===== src/rtl/arb_pkg.sv =====
// Shared types and constants for the 4-way round-robin arbiter.
//   state_e : arbiter FSM states (IDLE, BUSY)
//   NUM_REQ : number of requesters
//   SEL_W   : width of the mux select / requester index
//   onehot  : index -> one-hot grant vector
package arb_pkg;

  localparam int unsigned NUM_REQ = 4;
  localparam int unsigned SEL_W   = 2;

  typedef enum logic [0:0] {
    IDLE = 1'b0,
    BUSY = 1'b1
  } state_e;

  // Convert a requester index into its one-hot grant vector.
  function automatic logic [NUM_REQ-1:0] onehot(input logic [SEL_W-1:0] i);
    return NUM_REQ'(1) << i;
  endfunction

endpackage


===== src/rtl/rr_arbiter4_if.sv =====
// Request/grant bundle between requesting units and the arbiter.
//   req     : level-sensitive request lines, one per requester
//   done    : current holder ends its transfer this cycle
//   grant   : one-hot grant, all-zero when idle
//   sel     : 4:1 mux select, index of the granted requester
//   busy    : a grant is active
//   timeout : one-cycle pulse after a watchdog-forced release
// master = requester side, slave = arbiter side.
interface rr_arbiter4_if;
  import arb_pkg::*;

  logic [NUM_REQ-1:0] req;
  logic               done;
  logic [NUM_REQ-1:0] grant;
  logic [SEL_W-1:0]   sel;
  logic               busy;
  logic               timeout;

  modport master (
    output req,
    output done,
    input  grant,
    input  sel,
    input  busy,
    input  timeout
  );

  modport slave (
    input  req,
    input  done,
    output grant,
    output sel,
    output busy,
    output timeout
  );

endinterface


===== src/rtl/rr_pick4.sv =====
// Combinational round-robin pick among four requesters.
//   req   : request vector
//   ptr   : index of the last granted requester
//   idx   : first set request scanning ptr+1, ptr+2, ptr+3, ptr (mod 4)
//   valid : at least one request is set
module rr_pick4
  import arb_pkg::*;
(
  input  logic [NUM_REQ-1:0] req,
  input  logic [SEL_W-1:0]   ptr,
  output logic [SEL_W-1:0]   idx,
  output logic               valid
);

  logic [SEL_W-1:0]   start;
  logic [NUM_REQ-1:0] rot;
  logic [SEL_W-1:0]   off;

  // Rotate so the slot after ptr lands at bit 0, priority-encode, un-rotate.
  always_comb begin
    start = ptr + SEL_W'(1);
    rot   = '0;
    off   = '0;
    for (int i = 0; i < NUM_REQ; i++) begin
      rot[i] = req[SEL_W'(start + SEL_W'(i))];
    end
    // Descending scan so the lowest set rotated bit wins.
    for (int i = NUM_REQ - 1; i >= 0; i--) begin
      if (rot[i]) begin
        off = SEL_W'(i);
      end
    end
    idx   = SEL_W'(start + off);
    valid = |req;
  end

endmodule


===== src/rtl/rr_arbiter4.sv =====
// Round-robin arbiter sharing one 4:1 mux-selected resource among four
// requesters. A grant is held until the holder signals done, drops its
// request, or the hold watchdog expires; there is always at least one idle
// cycle between owners so the mux path settles.
//   clk   : rising-edge clock
//   reset : asynchronous active-low reset
//   bus   : request/grant bundle (slave side)
// Parameter HOLD_MAX: max cycles a grant may be held; 0 disables the watchdog.
module rr_arbiter4
  import arb_pkg::*;
#(
  parameter int unsigned HOLD_MAX = 16
) (
  input  logic         clk,
  input  logic         reset,
  rr_arbiter4_if.slave bus
);

  localparam int unsigned CNT_W   = (HOLD_MAX == 0) ? 1 : $clog2(HOLD_MAX + 1);
  localparam int unsigned EXP_VAL = (HOLD_MAX == 0) ? 0 : HOLD_MAX - 1;
  localparam logic [CNT_W-1:0] CNT_EXP = CNT_W'(EXP_VAL);
  localparam logic [CNT_W-1:0] CNT_MAX = '1;

  localparam logic [0:0] ST_IDLE = IDLE;
  localparam logic [0:0] ST_BUSY = BUSY;

  logic [0:0]         state_q,   state_d;
  logic [NUM_REQ-1:0] grant_q,   grant_d;
  logic [SEL_W-1:0]   sel_q,     sel_d;
  logic               busy_q,    busy_d;
  logic               timeout_q, timeout_d;
  logic [SEL_W-1:0]   ptr_q,     ptr_d;
  logic [CNT_W-1:0]   cnt_q,     cnt_d;

  logic [SEL_W-1:0]   pick_idx;
  logic               pick_valid;
  logic               rel_normal_c;
  logic               rel_wd_c;

  rr_pick4 u_pick (
    .req   (bus.req),
    .ptr   (ptr_q),
    .idx   (pick_idx),
    .valid (pick_valid)
  );

  // Release conditions for the current holder.
  always_comb begin
    rel_normal_c = bus.done || !bus.req[sel_q];
    rel_wd_c     = (HOLD_MAX != 0) && (cnt_q == CNT_EXP);
  end

  // Next-state and output logic.
  always_comb begin
    state_d   = state_q;
    grant_d   = grant_q;
    sel_d     = sel_q;
    busy_d    = busy_q;
    timeout_d = 1'b0;
    ptr_d     = ptr_q;
    cnt_d     = cnt_q;

    case (state_q)
      ST_IDLE: begin
        if (pick_valid) begin
          state_d = ST_BUSY;
          grant_d = onehot(pick_idx);
          sel_d   = pick_idx;
          busy_d  = 1'b1;
          ptr_d   = pick_idx;
          cnt_d   = '0;
        end
      end
      ST_BUSY: begin
        if (rel_normal_c || rel_wd_c) begin
          state_d   = ST_IDLE;
          grant_d   = '0;
          busy_d    = 1'b0;
          // Only a release caused solely by the watchdog is flagged.
          timeout_d = rel_wd_c && !rel_normal_c;
        end else if (cnt_q != CNT_MAX) begin
          cnt_d = cnt_q + CNT_W'(1);
        end
      end
      default: begin
        state_d = ST_IDLE;
        grant_d = '0;
        busy_d  = 1'b0;
      end
    endcase
  end

  // State and output registers; ptr resets to 3 so req[0] wins first.
  always_ff @(posedge clk or negedge reset) begin
    if (!reset) begin
      state_q   <= ST_IDLE;
      grant_q   <= '0;
      sel_q     <= '0;
      busy_q    <= 1'b0;
      timeout_q <= 1'b0;
      ptr_q     <= SEL_W'(3);
      cnt_q     <= '0;
    end else begin
      state_q   <= state_d;
      grant_q   <= grant_d;
      sel_q     <= sel_d;
      busy_q    <= busy_d;
      timeout_q <= timeout_d;
      ptr_q     <= ptr_d;
      cnt_q     <= cnt_d;
    end
  end

  assign bus.grant   = grant_q;
  assign bus.sel     = sel_q;
  assign bus.busy    = busy_q;
  assign bus.timeout = timeout_q;

endmodule


===== src/flat_wrapper.sv =====
// flat-port wrapper written by rule: the top's interface ports become plain ports
module rr_arbiter4_flat import arb_pkg::*;
#(
  parameter int unsigned HOLD_MAX = 16
)
  (clk, reset, bus_req, bus_done, bus_grant, bus_sel, bus_busy, bus_timeout);
  rr_arbiter4_if bus_i ();
  input  logic clk;
  input  logic reset;
  input wire logic [$bits(bus_i.req)-1:0] bus_req;
  input wire logic [$bits(bus_i.done)-1:0] bus_done;
  output wire logic [$bits(bus_i.grant)-1:0] bus_grant;
  output wire logic [$bits(bus_i.sel)-1:0] bus_sel;
  output wire logic [$bits(bus_i.busy)-1:0] bus_busy;
  output wire logic [$bits(bus_i.timeout)-1:0] bus_timeout;
  assign bus_i.req = bus_req;
  assign bus_i.done = bus_done;
  assign bus_grant = bus_i.grant;
  assign bus_sel = bus_i.sel;
  assign bus_busy = bus_i.busy;
  assign bus_timeout = bus_i.timeout;
  rr_arbiter4 #(.HOLD_MAX(HOLD_MAX)) u_core (.clk(clk), .reset(reset), .bus(bus_i));
endmodule

===== config.mk =====
export PLATFORM = sky130hd
export DESIGN_NAME = rr_arbiter4_flat
export DESIGN_NICKNAME = d
export VERILOG_FILES = /design/src/rtl/arb_pkg.sv /design/src/rtl/rr_arbiter4_if.sv /design/src/rtl/rr_pick4.sv /design/src/rtl/rr_arbiter4.sv /design/src/flat_wrapper.sv
export SDC_FILE = /design/constraint.sdc
export NUM_CORES = 1
export LEC_CHECK = 0
export ABC_CLOCK_PERIOD_IN_PS = 4200
export BUFFER_PORTS_ARGS = -buffer_cell sky130_fd_sc_hd__buf_2
export CELL_PAD_IN_SITES_DETAIL_PLACEMENT = 1
export CELL_PAD_IN_SITES_GLOBAL_PLACEMENT = 1
export CORE_MARGIN = 2
export CORE_UTILIZATION = 45
export DETAILED_ROUTE_END_ITERATION = 12
export PLACE_DENSITY_LB_ADDON = 0.1
export SYNTH_ARGS = -nofsm -noshare
export SYNTH_HDL_FRONTEND = slang
export SYNTH_SLANG_ARGS = --single-unit

===== constraint.sdc =====
create_clock -name clk -period 4.2 [get_ports clk]
set_input_delay 0.21 -clock clk [delete_from_list [all_inputs] [get_ports clk]]
set_output_delay 0.21 -clock clk [all_outputs]
set_load 0.005 [all_outputs]

==> impl_metrics.csv <==
group,metric,value,unit
detailed_routing,routed_wl,2560,um
sta,hold_viol_final,0,
setup_path,critPathKind,"reg2reg",
setup_path,path_buf_inv,0,
detailed_routing,vias,940,
detailed_routing,routedWlPerCell,16.6,um
yosys,ys_ff_latch,16,
sta,fmaxAchievable,406,MHz
placement,placed_area,1150,um^2
yosys,yosys_warnings,0,
sta,slew_headroom,57.1,%
die,die_w,53.3,um
setup_path,endpoint_kind,"register",
status,status,"finished clean",
sta,rsz0062_at_grt,"false",
finish,drive_gt1_share,23.0,%
yosys,syn_inst,113,
yosys,synth_fp_nets,124,
detailed_routing,first_pass_iters,4,
sta,timing.final.crit_share,58.6,%
global_routing,grt_max_degree,17,
placement,port_buffers,14,
run,drv_cap,0,
cts,clkSlewWorstSetupHoldPaths,100,ps
detailed_routing,drtIter0Drc,15,
finish,fillerInstances,287,
setup_path,crit_family,"simple AND/OR/NAND/NOR gates",
cts,post_cts_buffers,0,
cts,clkSinkCount,16,
finish,finish.utilization,53.2,%
power_and_ir_drop,p_per_area,666,nW/um^2
die,boundaryPins,15,
detailed_routing,maxUsedRoutingLayer,"met4",
yosys,yosys.area.top_type,"dfrtp_1",
die,dieArea,2840,um^2
min_path,hold_path.class,"in2reg",
cts,ctsRootBufferMaster,"clkbuf_4",
global_routing,grt_usage,21.1,%
sta,maxSlewViolCount,0,
detailed_routing,drtAntennaViolNets,0,
cts,htree_levels,1,
sta,fin_worst_skew,0.813,ps
power_and_ir_drop,irDropWorstVdd,0.285,mV
yosys,yosysTopAreaCellShare,32.0,%
sta,period_minus_slack,2460,ps
detailed_routing,drcViolationCount,0,
global_routing,antenna_found_initial,0,
setup_path,slowest_delay,660,ps
die,start_util,48.5,%
sta,finalSetupTns,0,ps
die,fp.coreArea,2250,um^2
detailed_routing,met1_length,1180,um
detailed_routing,met3_length,55,um
cts,insertion_delay,280,ps
cts,numCtsBuffers,3,
setup_path,cp_max_fo,12,
global_routing,grt_pass1_wl,4420,um
finish,diodes,0,
setup_path,critPathLaunchType,"register",
setup_path,critPathSlowestCell,"dfstp_2",
finish,area_delta_synth_final,9.73,%
finish,nets,138,
global_routing,grt_pass1_vias,911,
sta,finalSetupViolCount,0,
setup_path,path_cells,"nand2b_1 > a21boi_0 > o221ai_1 > o21a_1 > ha_1 > xor3_1 > nor4_1 > nand4_1 > nand3_1",
cts,cts_buffer_depth,2,
global_routing,globalRouteOverflowTotal,0,
placement,gp_congestion,0.851,
cts,cts_tree,"built",
placement,dp_hpwl,1910,um
yosys,synthArstFlopShare,100,%
yosys,syn_area_per_cell,9.68,um^2
yosys,synth_flop_cell,"dfrtp_1",
die,num_rows,17,
yosys,synth-edff-count,0,
yosys,syn_area,1090,um^2
sta,tightest_slew,636,ps
power_and_ir_drop,power.leakage,0.561,nW
yosys,synth.distinct_cells,40,
setup_path,worstPathRequired,4420,ps
detailed_routing,met2_length,1320,um
finish,fin_area,1200,um^2
setup_path,critPathArrivalTime,2690,ps
yosys,synth.area.top_cells,"dfrtp_1 32%, nand3_1 5.9%, dfstp_2 4.8%",
die,die_y,53.3,um
detailed_routing,vias_per_cell,6.10,
yosys,seq_area_frac_synth,36.8,%
## path summary, 6_finish.rpt
| kind | startpoint | end | slack, ps | cells after the start |
|---|---|---|---|---|
| max in group asynchronous | reset | u_core.ptr_q[0]$_DFFE_PN1P_ | 3520 | 2 |
| min in group asynchronous | reset | u_core.bus.grant[1]$_DFFE_PN0P_ | 360 | 2 |
| hold reg to reg | u_core.bus.busy$_DFFE_PN0P_ | u_core.bus.busy$_DFFE_PN0P_ | 490 | 2 |
| setup / recovery | u_core.ptr_q[1]$_DFFE_PN1P_ | u_core.bus.grant[0]$_DFFE_PN0P_ | 1740 | 9 |
| setup reg to reg | u_core.ptr_q[1]$_DFFE_PN1P_ | u_core.bus.grant[0]$_DFFE_PN0P_ | 1740 | 9 |
| hold / removal | bus_done | u_core.state_q$_DFF_PN0_ | 250 | 4 |
## logic make-up (layout without fill, tap and decap cells)
family / count (synthesis) / in the layout / synth area share [%]
AOI/OAI and AO/OA: 24 / 24 / 15.1
adders and majority gates: 4 / 4 / 4.58
muxes: 1 / 1 / 2.06
buffers and inverters: 10 / 23 / 5.49
DFF: 16 / 16 / 36.8
xor gates and xnor gates: 3 / 3 / 5.15
and+or+nand+nor: 55 / 55 / 30.8
## cell type report
| cell class | count | area, um^2 | share of cell area (%) |
|---|---|---|---|
| multi-input cells | 87 | 631 | 52.6 |
| repair buffers | 15 | 80.1 | 6.67 |
| well taps | 28 | 35.0 | 2.92 |
| clock buffers | 4 | 36.3 | 3.02 |
| inverters | 4 | 15.0 | 1.25 |
| flip-flops and latches | 16 | 403 | 33.6 |
## state kept, by name, indices dropped and copies added, names as in the netlist
| signal | count |
|---|---|
| u_core.bus.grant | 4 |
| u_core.cnt_q | 5 |
| u_core.bus.sel | 2 |
| u_core.state_q | 1 |
| u_core.ptr_q | 2 |
| u_core.bus.busy | 1 |
| u_core.bus.timeout | 1 |
## synth_stat cells (2+ instances only)
cell type  instances
ha_1               4
nand4_1            6
dfstp_2            2
nor3b_1            3
inv_1              4
nor3_1             2
and3_1             3
nor2b_1            3
o21a_1             4
nand2_1            8
nand2b_1           2
o21ai_1            7
nand3_1           13
dfrtp_1           14
o31ai_1            5
buf_6              2
nor2_1             6
buf_2              3
## worst min-delay path: stages
cell	delay (ps)
buf_2	90
nor2b_1	80
nand2_1	80
o21ai_1	50
## per-layer routing
| layer | vias up | GRT usage (%) |
|---|---|---|
| li1 | 450 | - |
| met1 | 475 | 27.1 |
| met2 | 13 | 36.6 |
| met3 | 2 | 4.24 |
| met4 | 0 | 3.85 |
| met5 | - | 0 |
## stage by stage
stage	instances	setup slack, ps	power, mW	hold slack, ps
after global placement	149	1900	0.683	145
final	154	1740	0.799	253
after global routing	154	1510	0.875	273
after detailed placement	149	1820	0.700	147
after CTS	154	1730	0.806	256
after floorplan	113	1940	0.614	-85.6
## repair_timing
item | in CTS | in global routing
resized for setup | 0 | 0
hold buffers | 1 | 0
endpoints found under the setup margin | 0 | 0
hold endpoints to repair | 14 | 0
## placed cells by master (no fill, tap or decap), drive strengths merged, types with 4 or more instances in the layout
cell    count
buf        14
clkbuf      4
dfrtp      14
ha          4
inv         4
nand2       8
nand3      14
nand4       6
nor2        6
o21a        4
o21ai       8
o31ai       5
## where the power goes
group          internal, mW  leakage [nW]  total (mW)  switching, mW
clock                0.0527        0.0210       0.102         0.0491
combinational         0.202         0.336       0.423          0.220
sequential            0.213         0.204       0.275         0.0622
total                 0.468         0.561       0.799          0.332
(Power assumes the default switching activity.)
